==> src/rtl/fetch_pkg.sv <==
// Shared types for the instruction fetch stage.
// Holds the FSM state encoding and the {addr,data} prefetch entry.
package fetch_pkg;

    localparam int XLEN        = 32;
    localparam int INSTR_BYTES = 4;

    typedef enum logic {
        RUN,
        FLUSH
    } fetch_state_e;

    typedef struct packed {
        logic [XLEN-1:0] addr;
        logic [XLEN-1:0] data;
    } fifo_entry_t;

endpackage

==> src/rtl/fetch_fifo.sv <==
// Small synchronous FIFO with clear; exposes occupancy and head entry.
// Serves both as the prefetch data buffer and the issued-address tag queue.
module fetch_fifo #(
    parameter int DEPTH = 4,
    parameter int WIDTH = 32
) (
    input  logic                         clk_i,
    input  logic                         rst_ni,
    input  logic                         clear_i,
    input  logic                         push_i,
    input  logic [WIDTH-1:0]             wdata_i,
    input  logic                         pop_i,
    output logic [$clog2(DEPTH+1)-1:0]   cnt_o,
    output logic [WIDTH-1:0]             head_o
);

    localparam int PW = $clog2(DEPTH);
    localparam int CW = $clog2(DEPTH+1);

    logic [WIDTH-1:0] mem_q [DEPTH];
    logic [PW-1:0]    wr_q;
    logic [PW-1:0]    rd_q;
    logic [CW-1:0]    cnt_q;
    logic             do_push;
    logic             do_pop;

    assign do_pop  = pop_i && (cnt_q != '0);
    assign do_push = push_i && ((cnt_q != CW'(DEPTH)) || do_pop);

    always_ff @(posedge clk_i or negedge rst_ni) begin
        if (!rst_ni) begin
            wr_q  <= '0;
            rd_q  <= '0;
            cnt_q <= '0;
            for (int i = 0; i < DEPTH; i++) begin
                mem_q[i] <= '0;
            end
        end else if (clear_i) begin
            wr_q  <= '0;
            rd_q  <= '0;
            cnt_q <= '0;
        end else begin
            if (do_push) begin
                mem_q[wr_q] <= wdata_i;
                wr_q        <= wr_q + 1'b1;
            end
            if (do_pop) begin
                rd_q <= rd_q + 1'b1;
            end
            cnt_q <= cnt_q + CW'(do_push) - CW'(do_pop);
        end
    end

    assign cnt_o  = cnt_q;
    assign head_o = mem_q[rd_q];

endmodule

==> src/rtl/fetch_unit.sv <==
// Prefetching instruction fetch stage: sequential fetch into a FIFO,
// presents the word matching PC, flushes and restarts on a broken sequence.
module fetch_unit
    import fetch_pkg::*;
#(
    parameter int              DEPTH    = 4,
    parameter logic [XLEN-1:0] RESET_PC = '0
) (
    input  logic            clk,
    input  logic            reset,
    input  logic [XLEN-1:0] PC,
    input  logic            InstrAck,
    output logic [XLEN-1:0] Instr,
    output logic            InstrValid,
    output logic            Stall,
    output logic            imem_req,
    output logic [XLEN-1:0] imem_addr,
    input  logic            imem_gnt,
    input  logic            imem_rvalid,
    input  logic [XLEN-1:0] imem_rdata
);

    localparam int CW = $clog2(DEPTH+1);

    fetch_state_e    state_q, state_d;
    logic [XLEN-1:0] fptr_q, fptr_d;
    logic [CW-1:0]   disc_q, disc_d;

    logic [CW-1:0]   cnt;
    logic [CW-1:0]   outst;
    fifo_entry_t     head;
    fifo_entry_t     push_entry;
    logic [XLEN-1:0] tag_head;
    logic            room;
    logic            issue;
    logic            push;
    logic            pop;
    logic            mismatch;
    logic            redirect;

    fetch_fifo #(
        .DEPTH (DEPTH),
        .WIDTH ($bits(fifo_entry_t))
    ) u_data (
        .clk_i   (clk),
        .rst_ni  (reset),
        .clear_i (redirect),
        .push_i  (push),
        .wdata_i (push_entry),
        .pop_i   (pop),
        .cnt_o   (cnt),
        .head_o  (head)
    );

    // Tags are never cleared: stale requests still retire one per response.
    fetch_fifo #(
        .DEPTH (DEPTH),
        .WIDTH (XLEN)
    ) u_tag (
        .clk_i   (clk),
        .rst_ni  (reset),
        .clear_i (1'b0),
        .push_i  (issue),
        .wdata_i (fptr_q),
        .pop_i   (imem_rvalid),
        .cnt_o   (outst),
        .head_o  (tag_head)
    );

    assign room      = ({1'b0, cnt} + {1'b0, outst}) < (CW+1)'(DEPTH);
    assign imem_req  = reset && (state_q == RUN) && room;
    assign imem_addr = fptr_q;
    assign issue     = imem_req && imem_gnt;

    assign InstrValid = (cnt != '0) && (head.addr == PC);
    assign Instr      = InstrValid ? head.data : '0;
    assign Stall      = ~InstrValid;
    assign pop        = InstrAck && InstrValid;

    assign mismatch = (cnt != '0)   ? (head.addr != PC) :
                      (outst == '0) ? (fptr_q != PC)    :
                                      (tag_head != PC);
    assign redirect = (state_q == RUN) && mismatch;

    assign push       = (state_q == RUN) && imem_rvalid && !redirect;
    assign push_entry = '{addr: tag_head, data: imem_rdata};

    always_comb begin
        state_d = state_q;
        fptr_d  = fptr_q;
        disc_d  = disc_q;
        unique case (state_q)
            RUN: begin
                if (issue) begin
                    fptr_d = fptr_q + XLEN'(INSTR_BYTES);
                end
                if (redirect) begin
                    fptr_d  = PC;
                    disc_d  = outst + CW'(issue) - CW'(imem_rvalid);
                    state_d = FLUSH;
                end
            end
            FLUSH: begin
                fptr_d = PC;
                if (imem_rvalid && (disc_q != '0)) begin
                    disc_d = disc_q - 1'b1;
                end
                if (disc_d == '0) begin
                    state_d = RUN;
                end
            end
            default: state_d = RUN;
        endcase
    end

    always_ff @(posedge clk or negedge reset) begin
        if (!reset) begin
            state_q <= RUN;
            fptr_q  <= RESET_PC;
            disc_q  <= '0;
        end else begin
            state_q <= state_d;
            fptr_q  <= fptr_d;
            disc_q  <= disc_d;
        end
    end

endmodule

==> config.mk <==
export PLATFORM = sky130hd
export DESIGN_NAME = fetch_unit
export DESIGN_NICKNAME = d
export VERILOG_FILES = /design/src/rtl/fetch_pkg.sv /design/src/rtl/fetch_fifo.sv /design/src/rtl/fetch_unit.sv
export SDC_FILE = /design/constraint.sdc
export NUM_CORES = 1
export LEC_CHECK = 0
export CAP_MARGIN = 40
export CORE_MARGIN = 10
export CORE_UTILIZATION = 40
export CTS_CLUSTER_SIZE = 20
export DETAILED_ROUTE_END_ITERATION = 12
export SETUP_SLACK_MARGIN = 0.05
export SLEW_MARGIN = 10
export SYNTH_ARGS = -nofsm -noshare
export SYNTH_HDL_FRONTEND = slang
export SYNTH_HIERARCHICAL = 1
export SYNTH_SLANG_ARGS = --single-unit
==> constraint.sdc <==
create_clock -name clk -period 9.8 [get_ports clk]
set_clock_uncertainty 0.1 [all_clocks]
set_input_delay 1.47 -clock clk [delete_from_list [all_inputs] [get_ports clk]]
set_output_delay 1.47 -clock clk [all_outputs]
set_load 0.05 [all_outputs]
After elaboration in Yosys (flattened, before gate mapping)
Index checks and enable logic that the tools add are counted.

storage, ports and cells
  register bits after elaboration = 434
  input bits = 69
  output and inout bits = 67
  word-level logic and storage cells = 108

operators by class
  add/subtract/negate cells = 13
  magnitude comparators = 7
  equal/unequal tests = 8
  muxes and demuxes = 30
  bitwise gates (word level) = 7
  reductions and logical operators = 26

operators by type and width
  kind                                                number
  bitwise mux 256 bit                                 1
  2-to-1 mux 32 bit                                   6
  2-to-1 mux 64 bit                                   3
  binary-select mux 64 bit (select 2 bit)             1
  bitwise mux 128 bit                                 1
  demux 64 bit (select 2 bit)                         1
  inequality test 32 bit                              3
  binary-select mux 32 bit (select 2 bit)             1
  demux 32 bit (select 2 bit)                         1
  one-hot mux 32 bit (2 select lines)                 1
  adder 32 x 3 -> 32 bit, second input constant       1
  equality test 32 bit                                1
  logical AND 1 bit                                   15
  >= comparator 3 bit, second input constant          4
  2-to-1 mux 3 bit                                    4
  NOT 2 -> 3 bit                                      4
  adder 3 x 1 -> 3 bit                                3
  inequality test 3 bit, second input constant        3
  nonzero test 3 bit                                  3
  subtractor 3 x 1 -> 3 bit                           3
  adder 2 x 1 -> 2 bit, second input constant         4
  2-to-1 mux 2 bit                                    4
  zero test 3 bit                                     2
  < comparator 3 x 1 -> 1 bit, second input constant  2
  other kinds (12)                                    19

Longest topological paths before layout
Gate-level depths: netlist (run 1).

  word-level depth = 14
  gate-level depth with buffers = 20
  mapped depth without buffers = 18

Hierarchy
The synthesis (run 1) kept the hierarchy.

modules (own cells, without submodules)
  module                instances  cells an instance  area an instance (µm²)  seq. area each (µm²)
  fetch_fifo at u_data  1          661                12206.7                 6581.3
  fetch_fifo at u_tag   1          355                6349.8                  3378.2
  fetch_unit            1          510                4040.1                  900.9

Worst setup path after synthesis (run 1)
Ideal clock, no wire load.

  path type = input-to-output
  start point = in PC[5]
  end point = out Instr[23]
  data arrival time = 3.924 ns
  required time = 8.230 ns
  path slack = 4.306 ns
  stages on the path = 7
  path buffers = 1
  path through = inv_1 o22ai_1 or4_1 nor3_1 nor3b_1 clkbuf_1 and2_1

on the way
  cells in the longest elaborated chain, start to end = 3

ends and longest elaborated chain
  what                  line              text
  start: declaration    fetch_unit.sv:11  input logic [XLEN-1:0] PC,
  equality test 32 bit  fetch_unit.sv:75  assign InstrValid = (cnt != '0) && (head.addr == PC);
  logical AND 1 bit     fetch_unit.sv:75
  net InstrValid        fetch_unit.sv:14  output logic InstrValid,
  2-to-1 mux 32 bit     fetch_unit.sv:76  assign Instr = InstrValid ? head.data : '0;
  end: declaration      fetch_unit.sv:13  output logic [XLEN-1:0] Instr,

The timed path passes the listed nets, and every way through them passes these cells.

==> metrics.yaml, run 1 <==
grt_pass1_vias: 14900
avgViaCountPerCell: 5.55
synth_edf_count: 0
drtPass1Iterations: 5
slew_viol_final: 0
synthAdderAreaFrac_pct: 1.32
utilization_pct: 47.0
ys_ff_latch: 434
hold_buffers: 0
crit_type: "reg -> out"
synth_compound_area_share_pct: 4.32
cts.htree.levels: 2
cts-root-buf: "clkbuf_16"
syn-cell-area_um2: 22600
antenna_left: 0
total_leakage_power_nw: 11.9
gp_congestion: 0.947
grt_antenna_before_repair: 1
grt_use_total_pct: 17.9
async_flop_share_pct: 100
cp_max_fo: 36
relSlewSlack_pct: 38.6
yosys.area_share.simple_pct: 5.54
die_area_um2: 66400
grt_pass1_wl_mm: 93.9
synthCells: 1526
die_height_um: 258
cts.repair.resized: 0
port_buffers: 135
synth_area_per_cell_um2: 14.8
grt_max_degree: 147
wl_mm: 59.5
core-area_um2: 56200
cts_tree: "yes"
min_period_over_period_pct: 67.7
hold_violations: 0
grt-ovfl-total: 0
worst_ir_drop_vdd_v: 0.000161
drc: 0
clock-sinks: 434
dp_hpwl_mm: 38.5
ys_seq_area_share_pct: 48.1
path_clk_slew_ns: 0.06
vias: 13600
rsz0062_at_grt: "no"
synth_xor_area_share_pct: 1.55
ios: 136
worst_slew_pin_slew_ns: 0.921
maxCapViolCount: 0
drt_iter0_drc: 923
worstSetupStartpointType: "flip-flop"
layout-drive-gt1-share_pct: 37.1
power.total_mw: 5.07
placementRows: 87
multiInputGateArea_um2: 11000
synthMuxAreaShare_pct: 35.6
cellPowerDensity_nw_per_um2: 192
fmax_mhz: 151
die_w_um: 258
hp-class: "reg -> reg"
synth_cell_types: 69
arrival_ns: 5.06
clk_path_buf_depth: 3
setup_tns_ns: 0
finalSetupViolations: 0
area_growth_pct: 16.7
synth_top_family_by_area: "multiplexers"
endpoint_kind: "output port"
clk_latency_ns: 0.61
initial_core_util_pct: 40.2
yosys_warnings: 6
nFillCells: 4944
status: "finished, final reports clean"
avgRoutedWirePerCell_um: 24.3
fin_nets: 1749
seq_area_um2: 10900
ys.flop_type: "dfrtp_1"
worstPathRequired_ns: 8.23
numCtsBuffers: 50
post_cts_buffers: 0
min_period_ns: 6.63
==> state kept, by name (all words and copies together) (netlist names), 2 cells and up <==
name / count
u_data/mem_q: 256
u_tag/mem_q: 128
imem_addr: 32
disc_q: 3
u_data/cnt_o: 3
u_tag/cnt_o: 3
u_data/rd_q: 2
u_data/wr_q: 2
u_tag/rd_q: 2
u_tag/wr_q: 2
==> logic make-up after synthesis <==
group / Yosys count
muxes: 530
and+or+nand+nor: 214
buffers and inverters: 145
other: 1
xor gates and xnor gates: 40
DFF: 434
adders and majority gates: 22
AOI/OAI and AO/OA: 140
==> power breakdown <==
part	leakage (nW)	total, mW	switching, mW	internal, mW
registers	5.92	2.00	0.101	1.90
clock network	0.821	1.89	0.787	1.11
logic	5.15	1.18	0.665	0.514
==> area by class of cell <==
class                           count  share of cell area [%]
Multi-Input combinational cell    950                    41.9
Clock buffer                       69                    5.43
Antenna cell                        1                 0.00949
Inverter                           55                   0.783
Tap cell                          756                    3.59
Sequential cell                   434                    41.2
Timing Repair Buffer              167                    6.27
Clock inverter                     19                   0.854
==> per-layer routing <==
layer / up-vias / global-route usage (%) / share of wire, % / wire length [um]
li1: 5904 / - / - / -
met5: - / 0 / 0.018 / 11
met1: 7194 / 24.9 / 45 / 26900
met4: 2 / 5.08 / 2.2 / 1330
met3: 90 / 3.34 / 5.8 / 3440
met2: 422 / 28.3 / 47 / 27800
==> worst max-delay path: stages, from the launching register on <==
cell	delay (ns)
dfrtp_4	0.81
buf_4	0.60
mux4_2	0.37
nand2b_1	0.13
o221ai_1	0.16
nor4_1	0.43
nand2_1	0.10
nor3_1	0.19
nor3b_2	0.22
buf_4	0.37
and2_1	0.19
clkdlybuf4s50_1	0.81
==> placed cells by master, fill, tap and decap left out, types with 26 or more instances in the layout <==
cell and instances:
dfrtp_1 431, mux2_4 276, clkdlybuf4s50_1 134, mux2_2 118
mux4_2 96, inv_1 53, clkbuf_16 50, nor2_1 39
mux2i_1 38, and2_1 37, nand2_1 36, xnor2_1 29
buf_4 28, o21ai_0 26
==> cells in the mapped netlist (13+ instances only) <==
master    number  share of area (%)
mux2_2       118                5.9
xnor2_1       29                1.1
nand2b_1      16               0.44
nand2_1       36               0.60
clkbuf_1      18               0.30
mux2i_1       38                1.7
mux4_2        96                9.6
a21oi_1       16               0.35
ha_1          19                1.1
o21ai_0       26               0.58
o22ai_1       13               0.36
nor2_1        39               0.65
a211oi_1      15               0.50
mux2_4       276                 18
nand3_1       20               0.44
inv_1         53               0.88
buf_6         28                1.4
dfrtp_1      434                 48
buf_2         30               0.66
and2_1        37                1.0
==> per-stage QoR <==
stage / std cells / cell area (um2) / hold slack [ns] / worst slack [ns]
detailed placement: 2361 / 24700 / 0.383 / 3.59
global placement: 2359 / 24700 / 0.362 / 3.68
finish: 2451 / 26400 / 0.392 / 3.17
floorplan: 1529 / 22600 / 0.352 / 4.31
CTS: 2449 / 26400 / 0.397 / 3.11
global route: 2450 / 26400 / 0.409 / 2.91
==> final timing paths <==
check | end | start | slack, ns | depth (start not counted)
worst min-delay path | u_tag/mem_q[36] | u_tag/mem_q[36] | 0.39 | 1
worst max register to register | u_data/cnt_o[2] | u_tag/rd_q[0] | 3.87 | 19
worst min register to register | u_tag/mem_q[36] | u_tag/mem_q[36] | 0.39 | 1
min in group asynchronous | u_tag/mem_q[43] | reset | 0.83 | 1
worst max-delay path | Instr[3] | u_data/rd_q[1] | 3.17 | 11
max in group asynchronous | u_data/mem_q[192] | reset | 6.72 | 4
Note: power is estimated with default switching activity, not from simulation.
==> inputs of run 2 (changes only) <==
==> constraint.sdc (replaced) <==
create_clock -name clk -period 5.5 [get_ports clk]
set_clock_uncertainty 0.1 [all_clocks]
set_input_delay 0.825 -clock clk [delete_from_list [all_inputs] [get_ports clk]]
set_output_delay 0.825 -clock clk [all_outputs]
set_load 0.05 [all_outputs]
==> run 2 against run 1 <==
- largest power group unchanged
- combinational power grew 86%
- via count is the same
- sequential power rose by 77%
- worst setup slack worse by 2.8 ns
- core utilization up 0.24 points
- cell area increased by 0.51%
- register-to-register slack worse by 3.5 ns
- largest cell class unchanged
- cell count increased by 0.73%
==> metrics.yaml, run 2 (synthesis results as in run 1) <==
dp_hpwl_mm: 40.1  # +4.1%
grt_pass1_vias: 14800  # -0.22%
grt_use_total_pct: 18.3  # +0.38 points
antenna_left: 0  # unchanged
relSlewSlack_pct: 34.0  # -4.5 points
cts.htree.levels: 2  # unchanged
internal-power_mw: 6.18  # +76%
min_period_over_period_pct: 94.2
worstPathRequired_ns: 4.58  # -3.65 ns
fin_nets: 1767  # +1.0%
rsz0062_at_grt: "no"
crit_chain: "buf_12, mux4_2, inv_1, o22ai_1, or4_1, nor3_1, nor3b_2, buf_6, and2_1, dlygate4sd2_1"
hold_violations: 0  # unchanged
grt_max_degree: 162  # +10%
placementRows: 87  # unchanged
initial_core_util_pct: 40.2  # unchanged
power_frac_seq_pct: 39.7  # +0.2 points
die_area_um2: 66400  # unchanged
worstSetupStartpointType: "flip-flop"
clockPowerShare_pct: 35.7  # -1.6 points
die_height_um: 258  # unchanged
core-area_um2: 56200  # unchanged
cts_tree: "yes"
die_w_um: 258  # unchanged
final_common_cell: "dfrtp_1"
status: "finished, final reports clean"
diodes: 0  # -1
clock-sinks: 434  # unchanged
grt_antenna_before_repair: 2  # +1
clk_latency_ns: 0.60  # about the same
drt_iter0_drc: 925  # +0.22%
crit_type: "reg -> out"
drc: 0  # unchanged
fmax_mhz: 193
switchingPower_mw: 2.75  # +77%
top_register: "u_data/mem_q"
cp_max_fo: 34  # -5.6%
ios: 136  # unchanged
arrival_ns: 4.26  # -0.80 ns
grt-ovfl-total: 0  # unchanged
slew_viol_final: 0  # unchanged
wl_mm: 60.9  # +2.4%
area_growth_pct: 17.3
drtPass1Iterations: 6  # +1
grt_pass1_wl_mm: 94.8  # +0.90%
layout-drive-gt1-share_pct: 38.9  # +1.8 points
pwr-share-comb_pct: 24.7  # +1.5 points
nFillCells: 4934  # -0.20%
path_clk_slew_ns: 0.06  # about the same
cts-root-buf: "clkbuf_16"
p_sw_share_pct: 30.8  # +0.14 points
avgRoutedWirePerCell_um: 24.7  # +1.7%
utilization_pct: 47.2  # +0.24 points
crit_buf_inv: 4  # +1
final_cell_mix: "dfrtp_1, mux2_4, mux2_2"
vias: 13600  # unchanged
worst_slew_pin_slew_ns: 0.990  # +0.0682 ns
hp-class: "in -> async"
avgViaCountPerCell: 5.51  # -0.73%
worst_ir_drop_vdd_v: 0.000217  # +35%
port_buffers: 135  # unchanged
maxCapViolCount: 0  # unchanged
gp_congestion: 0.971  # +2.6%
total_leakage_power_nw: 12.1  # +1.5%
endpoint_kind: "output port"
largest_reg_flops: 256  # unchanged
min_period_ns: 5.18
clk_path_buf_depth: 3  # unchanged
setup_tns_ns: 0  # unchanged
finalSetupViolations: 0  # unchanged
critPathTopFamily: "simple AND/OR/NAND/NOR gates"
numCtsBuffers: 49  # -2.0%
slowest_delay_ns: 0.57  # -0.24 ns
cellPowerDensity_nw_per_um2: 337  # +75%
worst_path_max_delay_cell: "dfrtp_4"
-- run 2: power by group through the flow --
stage / combinational, mW / sequential [mW] / clock (mW)
6_report: 2.20 / 3.54 / 3.18
5_1_grt: 2.37 / 3.57 / 3.40
4_1_cts: 2.20 / 3.54 / 3.27
3_5_place_dp: 2.19 / 3.59 / 0
3_3_place_gp: 2.16 / 3.59 / 0
2_1_floorplan: 1.42 / 3.59 / 0
-- run 2: repair_timing --
item / CTS / global route
hold buffers: 0 / 0
buffers inserted: 1 / 2
resized for setup: 15 / 12
setup endpoints to repair: 16 / 17
-- run 2: worst paths after layout --
path                       cells after the start            start  slack (ns)                end
hold reg to reg                                1  u_tag/mem_q[36]        0.38    u_tag/mem_q[36]
setup reg to reg                              17  u_data/cnt_o[1]        0.39    u_data/cnt_o[2]
hold / removal                                 1            reset        0.06  u_data/mem_q[220]
max in group asynchronous                      5            reset        3.60   u_tag/mem_q[119]
setup / recovery                              10   u_data/rd_q[0]        0.32          Instr[21]
min in group clk                               1  u_tag/mem_q[36]        0.38    u_tag/mem_q[36]
-- run 2: area by class of cell --
type / count / area (um2) / share of cell area, %
clock buffers: 68 / 1370 / 5.16
repair buffers: 186 / 1910 / 7.20
well taps: 756 / 946 / 3.57
multi-input cells: 950 / 11000 / 41.7
flip-flops and latches: 434 / 10900 / 41.0
inverters: 55 / 206 / 0.779
clock inverters: 20 / 171 / 0.647
-- run 2: routing by layer --
| metal | part of all wire (%) | track usage, % | vias to the layer above | routed length (um) |
|---|---|---|---|---|
| met5 | 0.021 | 0 | - | 13 |
| met4 | 2.9 | 5.90 | 2 | 1760 |
| met3 | 5.4 | 3.25 | 109 | 3260 |
| met2 | 46 | 28.7 | 394 | 28200 |
| met1 | 45 | 25.4 | 7177 | 27700 |
| li1 | - | - | 5930 | - |
-- run 2: stage by stage --
step	cells	power (mW)	hold WS, ns	worst slack (ns)	cell area, um2
4_1_cts	2467	9.01	0.0485	0.130	26500
3_3_place_gp	2375	5.75	0.362	0.414	24900
5_1_grt	2469	9.33	0.0876	0.0661	26500
2_1_floorplan	1529	5.01	0.352	0.734	22600
3_5_place_dp	2378	5.79	0.370	0.369	24900
6_report	2469	8.93	0.0632	0.320	26500
==> inputs of run 3 (changes only) <==
--- a/config.mk
+++ b/config.mk
@@ -10,6 +10,8 @@
 export CORE_UTILIZATION = 40
 export CTS_CLUSTER_SIZE = 20
 export DETAILED_ROUTE_END_ITERATION = 12
+export DONT_BUFFER_PORTS = 1
+export REMOVE_ABC_BUFFERS = 1
 export SETUP_SLACK_MARGIN = 0.05
 export SLEW_MARGIN = 10
 export SYNTH_ARGS = -nofsm -noshare
==> constraint.sdc (replaced) <==
create_clock -name clk -period 5.5 [get_ports clk]
set_clock_uncertainty 0.1 [all_clocks]
set_input_delay 1.1 -clock clk [delete_from_list [all_inputs] [get_ports clk]]
set_output_delay 1.1 -clock clk [all_outputs]
set_load 0.05 [all_outputs]
==> run 3 against run 2 <==
- the flow now finishes with violations (slew limit)
- largest cell class unchanged
- highest routed layer is now met4
- hold slack better by 0.045 ns
- non-clock buffer count decreased by 94
- worst setup slack lost 0.15 ns
- cell area fell by 3.9%
- flip-flop and latch count unchanged
==> metrics.yaml, run 3 (synthesis results as in run 1) <==
status: "complete, but fails checks"
violations: "slew limit"
min_period_over_period_pct: 97.0  # +2.8 points
fin_nets: 1672  # -5.4%
r2r_start: "u_tag/rd_q[0]"
top_register: "u_data/mem_q"
drt_iter0_drc: 873  # -5.6%
reg2reg_slack_ns: 0.34  # -0.05 ns
endpoint_kind: "output port"
initial_core_util_pct: 40.2  # unchanged
slew_viol_final: 137  # +137
crit_chain: "mux4_2, nand2b_1, o221ai_1, nor4_1, nand2_1, nor3_1, nor3b_2, buf_12, and2_1, buf_4"
wl_mm: 62.6  # +2.8%
final_common_cell: "dfrtp_1"
cp_max_fo: 34  # unchanged
nFillCells: 5011  # +1.6%
total_leakage_power_nw: 11.6  # -3.6%
finalSetupViolations: 0  # unchanged
cts-root-buf: "clkbuf_16"
grt_use_total_pct: 18.8  # +0.44 points
layout-drive-gt1-share_pct: 43.1  # +4.2 points
port_buffers: 0  # -100%
die_w_um: 258  # unchanged
dp.cells: 2280  # -4.1%
clock-sinks: 434  # unchanged
area_growth_pct: 12.8
maxCapViolCount: 0  # unchanged
fin_cells: 2375  # -3.8%
hold_violations: 0  # unchanged
grt-ovfl-total: 0  # unchanged
grt_pass1_vias: 14600  # -1.4%
cts.htree.levels: 2  # unchanged
final_cell_mix: "dfrtp_1, mux2_4, mux2_2"
dp_hpwl_mm: 41.0  # +2.1%
worstPathRequired_ns: 4.30  # -0.28 ns
rsz0062_at_grt: "no"
die_area_um2: 66400  # unchanged
clk_latency_ns: 0.60  # about the same
numCtsBuffers: 48  # -2.0%
drtPass1Iterations: 5  # -1
gp_congestion: 0.981  # +1.0%
reg2reg_to: "u_data/cnt_o[2]"
largest_reg_flops: 256  # unchanged
arrival_ns: 4.13  # -0.13 ns
path_clk_slew_ns: 0.06  # about the same
hold_buffers: 0  # unchanged
grt_pass1_wl_mm: 95.8  # +1.1%
min_period_ns: 5.33  # +0.153 ns
worst_ir_drop_vdd_v: 0.000287  # +32%
power.total_mw: 8.79  # -1.5%
worstSetupStartpointType: "flip-flop"
relSlewSlack_pct: -21.2  # -55 points
antenna_left: 0  # unchanged
slowest_delay_ns: 0.81  # +0.24 ns
cellPowerDensity_nw_per_um2: 345  # +2.5%
startpoint: "u_data/rd_q[1]"
grt_antenna_before_repair: 4  # +2
worst_slew_pin_slew_ns: 1.82  # +0.829 ns
cts_tree: "yes"
setup_tns_ns: 0  # unchanged
placementRows: 87  # unchanged
core-area_um2: 56200  # unchanged
reg2regPathDepth: 19  # +2
crit_type: "reg -> out"
fmax_mhz: 187  # -2.9%
drc: 0  # unchanged
worst_path_max_delay_cell: "dfrtp_4"
die_height_um: 258  # unchanged
avgViaCountPerCell: 5.63  # +2.1%
avgRoutedWirePerCell_um: 26.4  # +6.9%
clk_path_buf_depth: 3  # unchanged
hp-class: "in -> async"
grt_max_degree: 436  # +170%
ios: 136  # unchanged
vias: 13400  # -1.8%
run 3: cell count changes in the layout (fill, tap and decap cells not counted), moves of 2 or more:
cell             previous run  this run
and2_2                      0        12
buf_16                      4         2
dlygate4sd2_1               9         0
clkbuf_8                    7         2
clkinv_2                   11        13
and2_1                     37        25
buf_4                      51        78
clkinvlp_4                  4         2
clkdlybuf4s50_1           100         0
diode_2                     0         4
dlymetal6s2s_1              2         0
clkbuf_2                    5         0
run 3: how the worst max path moves through the flow:
stage / to
after global placement: u_data/cnt_o[2]
final: Instr[0]
after floorplan: u_data/mem_q[0]
after global routing: u_data/cnt_o[2]
after CTS: Instr[0]
after detailed placement: u_data/cnt_o[2]
run 3: stage by stage:
stage	area, um2	hold slack [ns]	utilization, %	setup WS [ns]
floorplan	22000	0.352	-	-12.31
global placement	23800	0.367	42.4	0.284
detailed placement	23800	0.383	42.4	0.236
global route	25500	0.0752	45.4	0.0552
finish	25500	0.108	45.4	0.166
CTS	25400	0.0792	45.2	0.128
run 3: layout make-up:
type	instances	area, um2	area share (%)
multi-input combinational	950	11100	43.4
sequential	434	10900	42.7
clock buffer	62	1290	5.08
inverter	55	206	0.810
clock inverter	22	205	0.805
tap	756	946	3.71
antenna	4	10.0	0.0393
timing repair buffer	92	881	3.46
run 3: timing repair:
action                     4_1_cts  5_1_grt
buffers inserted                 1        5
pin swaps                        0        2
setup endpoints to repair       18       33
resized for setup               12        3
gates cloned                     0        0
run 3: critical path: cells and delay by family, from the launching register on:
family                 cells  cell delay (ns)
AND/OR/NAND/NOR            6             1.62
flip-flops                 1             0.81
buffers and inverters      2             0.50
multiplexers               1             0.36
AO/OA/AOI/OAI              1             0.21
run 3: metal layers:
layer / wire length [um] / track usage (%)
met2: 29500 / 30.1
met4: 1890 / 6.45
met1: 26400 / 23.8
met5: 0 / 0.876
met3: 4820 / 5.51
run 3: power by group:
group	internal (mW)	leakage [nW]	total, mW	switching, mW
registers	3.39	5.92	3.55	0.164
logic	0.909	4.98	2.09	1.18
clock network	1.80	0.742	3.15	1.35
